[src/rtl/stream_minmax_tracker.sv]
// Framed stream min/max tracker: reports max, min, first-occurrence indices and
// sample count once per frame, with valid/ready handshakes on input and output.
module stream_minmax_tracker #(
    parameter int N     = 8,
    parameter int CNT_W = 8
) (
    input  logic             clk,
    input  logic             rst,
    input  logic             in_valid,
    output logic             in_ready,
    input  logic [N-1:0]     in_data,
    input  logic             in_last,
    output logic             out_valid,
    input  logic             out_ready,
    output logic [N-1:0]     out_max,
    output logic [N-1:0]     out_min,
    output logic [CNT_W-1:0] out_max_idx,
    output logic [CNT_W-1:0] out_min_idx,
    output logic [CNT_W-1:0] out_count
);

    typedef enum logic [1:0] {IDLE, ACCUM, HOLD} state_t;

    localparam logic [CNT_W-1:0] CNT_MAX = '1;

    state_t           state_q, state_d;
    logic             in_ready_q, in_ready_d;
    logic [N-1:0]     max_q, max_d, min_q, min_d;
    logic [CNT_W-1:0] max_idx_q, max_idx_d, min_idx_q, min_idx_d;
    logic [CNT_W-1:0] cnt_q, cnt_d;
    logic             out_valid_q, out_valid_d;
    logic [N-1:0]     out_max_q, out_max_d, out_min_q, out_min_d;
    logic [CNT_W-1:0] out_max_idx_q, out_max_idx_d;
    logic [CNT_W-1:0] out_min_idx_q, out_min_idx_d;
    logic [CNT_W-1:0] out_count_q, out_count_d;

    logic accept, capture, is_gt, is_lt;

    assign accept = in_valid && in_ready_q;
    assign is_gt  = in_data > max_q;
    assign is_lt  = in_data < min_q;

    always_comb begin
        state_d       = state_q;
        max_d         = max_q;
        min_d         = min_q;
        max_idx_d     = max_idx_q;
        min_idx_d     = min_idx_q;
        cnt_d         = cnt_q;
        out_valid_d   = out_valid_q;
        out_max_d     = out_max_q;
        out_min_d     = out_min_q;
        out_max_idx_d = out_max_idx_q;
        out_min_idx_d = out_min_idx_q;
        out_count_d   = out_count_q;
        capture       = 1'b0;

        case (state_q)
            IDLE: begin
                if (accept) begin
                    max_d     = in_data;
                    min_d     = in_data;
                    max_idx_d = '0;
                    min_idx_d = '0;
                    cnt_d     = CNT_W'(1);
                    capture   = in_last;
                    state_d   = in_last ? HOLD : ACCUM;
                end
            end
            ACCUM: begin
                if (accept) begin
                    // Strict compares: equal samples keep the first occurrence.
                    if (is_gt) begin
                        max_d     = in_data;
                        max_idx_d = cnt_q;
                    end
                    if (is_lt) begin
                        min_d     = in_data;
                        min_idx_d = cnt_q;
                    end
                    cnt_d   = (cnt_q == CNT_MAX) ? cnt_q : cnt_q + CNT_W'(1);
                    capture = in_last;
                    if (in_last) state_d = HOLD;
                end
            end
            HOLD: begin
                if (out_ready) begin
                    out_valid_d = 1'b0;
                    state_d     = IDLE;
                end
            end
            default: state_d = IDLE;
        endcase

        if (capture) begin
            out_valid_d   = 1'b1;
            out_max_d     = max_d;
            out_min_d     = min_d;
            out_max_idx_d = max_idx_d;
            out_min_idx_d = min_idx_d;
            out_count_d   = cnt_d;
        end

        in_ready_d = (state_d != HOLD);
    end

    always_ff @(posedge clk) begin
        if (rst) begin
            state_q       <= IDLE;
            in_ready_q    <= 1'b0;
            max_q         <= '0;
            min_q         <= '0;
            max_idx_q     <= '0;
            min_idx_q     <= '0;
            cnt_q         <= '0;
            out_valid_q   <= 1'b0;
            out_max_q     <= '0;
            out_min_q     <= '0;
            out_max_idx_q <= '0;
            out_min_idx_q <= '0;
            out_count_q   <= '0;
        end else begin
            state_q       <= state_d;
            in_ready_q    <= in_ready_d;
            max_q         <= max_d;
            min_q         <= min_d;
            max_idx_q     <= max_idx_d;
            min_idx_q     <= min_idx_d;
            cnt_q         <= cnt_d;
            out_valid_q   <= out_valid_d;
            out_max_q     <= out_max_d;
            out_min_q     <= out_min_d;
            out_max_idx_q <= out_max_idx_d;
            out_min_idx_q <= out_min_idx_d;
            out_count_q   <= out_count_d;
        end
    end

    assign in_ready    = in_ready_q;
    assign out_valid   = out_valid_q;
    assign out_max     = out_max_q;
    assign out_min     = out_min_q;
    assign out_max_idx = out_max_idx_q;
    assign out_min_idx = out_min_idx_q;
    assign out_count   = out_count_q;

endmodule

[config.mk]
export PLATFORM = sky130hd
export DESIGN_NAME = stream_minmax_tracker
export DESIGN_NICKNAME = d
export VERILOG_FILES = /design/src/rtl/stream_minmax_tracker.sv
export SDC_FILE = /design/constraint.sdc
export NUM_CORES = 1
export LEC_CHECK = 0
export BUFFER_PORTS_ARGS = -buffer_cell sky130_fd_sc_hd__buf_2
export CORE_ASPECT_RATIO = 0.6
export CORE_MARGIN = 3
export CORE_UTILIZATION = 30
export CTS_BUF_LIST = sky130_fd_sc_hd__clkbuf_8
export CTS_CLUSTER_SIZE = 24
export DETAILED_ROUTE_END_ITERATION = 16
export PLACE_DENSITY = 0.53
export SLEW_MARGIN = 20
export SYNTH_ARGS = -nofsm -noshare
export SYNTH_HDL_FRONTEND = slang
export SYNTH_SLANG_ARGS = --single-unit
[constraint.sdc]
create_clock -name clk -period 3.1 [get_ports clk]
set_input_delay 0.155 -clock clk [delete_from_list [all_inputs] [get_ports clk]]
set_output_delay 0.155 -clock clk [all_outputs]
set_load 0.1 [all_outputs]
==> results.md, run 1 <==
- F_max: approximately 380 MHz
- Critical Path RT: 3380 ps
- Routed Wire Length: between 10,000 and 15,000 um
- RSZ-0062 raised after global routing: no
- Sequential cell area: between 1500 and 2000 um^2
- Starting density of the core: about 31%
- Final setup skew: ~10 ps
- Post-Place Cells: roughly 700
- Antenna violations before repair: 0
- Mapped Avg Cell Area: about 8.4 um^2
- Synth Net Count: between 500 and 600
- Resized Gates After CTS: 0
- Vias per cell: approximately 5.1
- DRC Markers: 0
- Unique masters post-synth: 47
- Nets@finish: 559
- Worst path bufs/invs: 1
- Area Overhead vs Synth: 17.2%
- Lkg Pwr: around 1.9 nW
- Syn Inst Count: 480
- H-tree depth: 3
- Final instance area: about 4700 um^2
- Yosys warns: 0
- Root Buffer: clkbuf_8
- Slew headroom: 43.0%
- Min-Delay Path Depth: 4
- Die Height: between 90 and 100 um
- Hold_ws: 114 ps
- WP data arrival: ~2900 ps
- Layout Cells excl Fill: a little over 700
- CTS tree: done
- Total Routing Usage GR: ~15%
- Fill cells: between 1,000 and 1,500
- Vias in the first global route: 3,343
- Port Buffer Count: 54
- Instance count on the critical path: 8
- Die Area: ~15,000 um^2
- Post-CTS setup buffers: 0
- Final antenna-violating net count: 0
- TritonCTS buffer count: 9
- Routed length per instance: around 16 um
- Clock sink count: 84
- Top fanout value on the critical path: 16
- # setup viols final: 0
- Post-Route Setup TNS: 0 ps
- Via count: around 3,600
- Worst reg2reg path startpoint: max_q[1]
- Number of placement rows: 32
- GRT overflow: 0
- Layout cell share with drive strength beyond 1: about 18%
- Largest net degree at the start of global routing: between 40 and 50
- First-pass GRT wire length: ~18,000 um
- Cell depth of the worst flop-to-flop path: 8
- Clock slew at reported path FFs: approximately 90 ps
- Hold WC Path Type: input pin to register
- Post-DP HPWL: 7860 um
- Max_cap viols: 0
- Worst-Margin Slew: between 800 and 900 ps
- R2R Setup Slk: around 460 ps
- Pwr dens: about 550 nW/um^2
- Sequential-to-total area share from yosys stat: a little over two fifths
- CP Capture Type: register
- Minimum clock period: roughly 2600 ps
- Number of synthesized register bits: 84
- Peak VDD IR: 0.254 mV
- Cell family with most CP delay: simple AND/OR/NAND/NOR gates
- CP peak stage delay: ~760 ps
- Final hold vios: 0
- Startpoint Class: register
- GPL Wtd Cong: between 0.8 and 0.9
- Hold Crit Start: out_ready
- DRT Pass-1 Iters: 4
- Tot Pwr: around 2.6 mW
- CTS max path bufs: 2
- Synthesized area: around 4000 um^2
- Die Width: roughly 160 um
- Setup CP Type: register to register
- Multi-input logic area: about 2200 um^2
- Dpl cell area: between 4000 and 5000 um^2
- Status: complete, no violations
- Ant diodes: 0
- Worst-Skew Late Latency: ~360 ps
- IO Pins: 55
- Critical-path cell list: inv_1 > ha_1 > nor2b_2 > o211ai_1 > and3_4 > or4b_1 > or3_1 > a31oi_1
- Initial DRC count: 305
- Core area: ~13,000 um^2
- Final slew viol count: 0
- Slowest CP cell: or4b_1
- Worst r2r dst: max_q[0]
- Hold buffers post-CTS: 0
- Fin crit share: 85.1%
- Hold EP: state_q[1]
==> cell families after synthesis <==
group | Yosys count | share of synthesized area [%]
compound gates | 100 | 18.1
fa+ha+maj | 16 | 4.97
buf+inv | 45 | 4.38
flops | 84 | 41.8
mux | 26 | 6.53
simple gates | 209 | 24.2
==> area by class of cell <==
class                      count  area share (%)
multi-input combinational    351            46.0
sequential                    84            35.6
tap                          170            4.51
clock inverter                 5            1.80
clock buffer                  10            2.92
timing repair buffer          67            7.80
inverter                      17            1.35
==> power breakdown <==
group / leakage (nW) / switching [mW] / internal (mW)
logic: 1.06 / 0.378 / 0.141
registers: 0.683 / 0.0396 / 1.12
clock network: 0.109 / 0.415 / 0.476
==> cells in the final DEF, fill, tap and decap left out, drive strengths merged, types with 3 or more instances in the layout <==
master  instances
a211oi         21
a21oi          26
a221o           7
a311oi          8
a31oi           4
a41oi           8
and2            3
and3            4
buf            67
clkbuf         10
dfxtp          84
ha             16
inv            18
mux2i          24
nand2          77
nand3          10
nand3b          3
nand4           7
nor2           57
nor2b          17
nor3           20
o211ai          3
o21a            3
o21ai           7
o31ai           8
or3             3
==> flip-flops by register name, summed over array words and instances, names as in the netlist <==
name	cells
max_idx_q	8
out_count	8
state_q	2
min_q	8
in_ready	1
cnt_q	8
out_max_idx	8
min_idx_q	8
out_max	8
out_min	8
out_min_idx	8
max_q	8
out_valid	1
==> metal layers <==
| layer | routed length (um) | track usage, % |
|---|---|---|
| met1 | 6040 | 24.4 |
| met3 | 775 | 4.09 |
| met5 | 0 | 0 |
| met2 | 4060 | 20.0 |
| met4 | 93 | 3.71 |
==> per-stage QoR <==
stage               utilization, %  worst slack [ps]
floorplan                        -               468
global placement              34.6               595
detailed placement            34.6               509
CTS                           36.4               475
global route                  36.4               280
finish                        36.4               462
==> worst reg2reg max path: stages, from the launching register on <==
cell      delay, ps
dfxtp_1         430
inv_1            70
ha_1            280
nor2b_2         120
o211ai_1        110
and3_4          210
or4b_1          760
or3_1           420
a31oi_1         160
==> synth_stat cells, drive strengths merged <==
cell	number	share of area [%]
a32oi	1	0.22
dfxtp	84	42
o21a	3	0.56
a21oi	26	3.2
and2	3	0.47
nor2b	17	2.7
nand4b	1	0.22
nor4b	2	0.75
mux2i	24	6.0
o31ai	8	1.5
nor3	20	2.5
nand3	10	1.2
o211ai	3	0.68
a311oi	8	1.7
nor3b	1	0.19
nand2	77	7.2
a32o	1	0.25
a41oi	8	1.9
mux2	2	0.56
a211oi	21	3.9
inv	17	1.6
or2	1	0.16
ha	16	5.0
buf	6	0.75
and4	1	0.22
and3	4	0.75
nor2	57	5.4
nand4	7	1.1
a31oi	4	0.62
or4b	1	0.25
a221oi	1	0.22
a221o	7	1.7
or3	3	0.47
a211o	2	0.44
o21ai	7	1.1
clkbuf	22	2.1
nand3b	3	0.56
nand2b	1	0.16
==> worst max-delay path by stage <==
stage	from	endpoint	slack [ps]
final	max_q[1]	max_q[0]	460
after global routing	max_q[1]	max_q[6]	280
after CTS	max_q[1]	max_q[0]	480
after detailed placement	max_q[1]	max_q[0]	510
after global placement	max_q[1]	max_q[0]	590
after floorplan	in_ready	out_count[2]	470
Note: power is estimated with default switching activity, not from simulation.
==> run 2, diff against run 1 <==
==> constraint.sdc (replaced) <==
create_clock -name clk -period 3.4 [get_ports clk]
set_input_delay 0.17 -clock clk [delete_from_list [all_inputs] [get_ports clk]]
set_output_delay 0.17 -clock clk [all_outputs]
set_load 0.1 [all_outputs]
==> results.md, run 2 (same netlist as run 1, synthesis figures left out) <==
- Peak VDD IR: ~0.19 mV
- GRT overflow: 0
- CP Capture Type: register
- Vias per cell: ~5.1
- Final hold vios: 0
- Fin crit share: between 70% and 80%
- WP data arrival: roughly 3000 ps
- DRT Pass-1 Iters: 4
- Max_cap viols: 0
- # setup viols final: 0
- Fill cells: about 1,400
- Vias in the first global route: 3,447
- Routed length per instance: roughly 16 um
- Resized Gates After CTS: 0
- Largest net degree at the start of global routing: 60
- Worst-Margin Slew: a little over 700 ps
- Antenna violations before repair: 0
- IO Pins: 55
- Clock slew at reported path FFs: 90 ps
- Worst-Skew Late Latency: about 370 ps
- RSZ-0062 raised after global routing: no
- Hold WC Path Type: input pin to register
- Met1 usage: between 20% and 30%
- Post-DP HPWL: ~8000 um
- DRC Markers: 0
- Post-CTS setup buffers: 0
- Met2 Track Usage GR: between 20% and 30%
- Port Buffer Count: 54
- Final setup skew: around 11 ps
- CTS tree: done
- Via count: around 3,600
- Starting density of the core: a little under a third
- Hold buffers post-CTS: 0
- Number of placement rows: 32
- Top fanout value on the critical path: 16
- TritonCTS buffer count: 9
- Total Routing Usage GR: about 16%
- Sequential cell area: between 1500 and 2000 um^2
- H-tree depth: 3
- Nets@finish: 555
- Startpoint Class: register
- Die Width: 156 um
- Setup CP Type: register to register
- Tot Pwr: between 2 and 2.5 mW
- Multi-input logic area: between 2000 and 2500 um^2
- Routed Wire Length: about 11,000 um
- Die Area: around 15,000 um^2
- Status: complete, no violations
- Die Height: around 96 um
- F_max: about 370 MHz
- Commonest non-fill, non-tap cells in the layout: dfxtp_1 (84), nand2_1 (77), nor2_1 (56)
- Gr busiest metal: met1
- Final antenna-violating net count: 0
- GR Layer Usage met3: 4.45%
- CTS max path bufs: 2
- Layout cell share with drive strength beyond 1: ~17%
- Final slew viol count: 0
- Area Overhead vs Synth: 16.4%
- Core area: 13,000 um^2
- Initial DRC count: approximately 200
- Lkg Pwr: about 1.8 nW
- Critical Path RT: 3690 ps
- Slew headroom: 52.5%
- Root Buffer: clkbuf_8
- Clock sink count: 84
- Commonest non-fill, non-tap cell in the layout: dfxtp_1
- Pwr dens: 488 nW/um^2
- Post-Route Setup TNS: 0 ps
- First-pass GRT wire length: between 15,000 and 20,000 um
- GPL Wtd Cong: around 0.83
- Minimum clock period: roughly 2700 ps
-- run 2: cell types whose count changed in the layout (fill, tap and decap cells not counted) --
cell       delta
buf_4         -5
clkinv_4      +2
buf_12        +1
bufinv_16     -1
clkbuf_8      -1
diode_2       +1
inv_8         +1
-- run 2: worst max-delay path, stage by stage (launching register included) --
cell and delay, ps:
dfxtp_1 420, inv_1 70, ha_1 290, nor2b_2 140, o211ai_1 110, and3_4 210
or4b_1 800, or3_1 420, a31oi_1 150
-- run 2: where the power goes --
part / internal, mW / switching, mW / leakage [nW]
Combinational: 0.128 / 0.343 / 1.05
Clock: 0.351 / 0.402 / 0.102
Sequential: 1.03 / 0.0368 / 0.683
Total: 1.50 / 0.782 / 1.83
-- run 2: cell type report --
cell class / instances / share of cell area, %
Multi-Input combinational cell: 351 / 46.3
Antenna cell: 1 / 0.0534
Sequential cell: 84 / 35.9
Inverter: 17 / 1.36
Clock buffer: 9 / 2.64
Tap cell: 170 / 4.54
Timing Repair Buffer: 63 / 7.47
Clock inverter: 7 / 1.79
-- run 2: path summary, 6_finish.rpt --
kind / from / slack, ps / to / depth (start not counted)
hold / removal: out_ready / 150 / state_q[1] / 4
hold reg to reg: out_max[6] / 460 / out_max[6] / 2
setup / recovery: max_q[1] / 720 / max_q[0] / 8
setup reg to reg: max_q[1] / 720 / max_q[0] / 8
-- run 2: per-layer routing --
metal	up-vias	share of wire (%)
met2	89	38
met5	-	0
met1	1657	56
met4	0	0.89
met3	11	5.7
li1	1810	-
-- run 2: metrics by stage --
step	util (%)	instances	hold WS, ps	cell area [um^2]	worst slack [ps]
6_report	36.1	702	146	4690	717
5_1_grt	36.1	701	163	4680	549
4_1_cts	36.1	701	128	4680	760
3_5_place_dp	34.5	685	440	4480	786
3_3_place_gp	34.5	685	441	4480	882
2_1_floorplan	-	480	314	4030	768
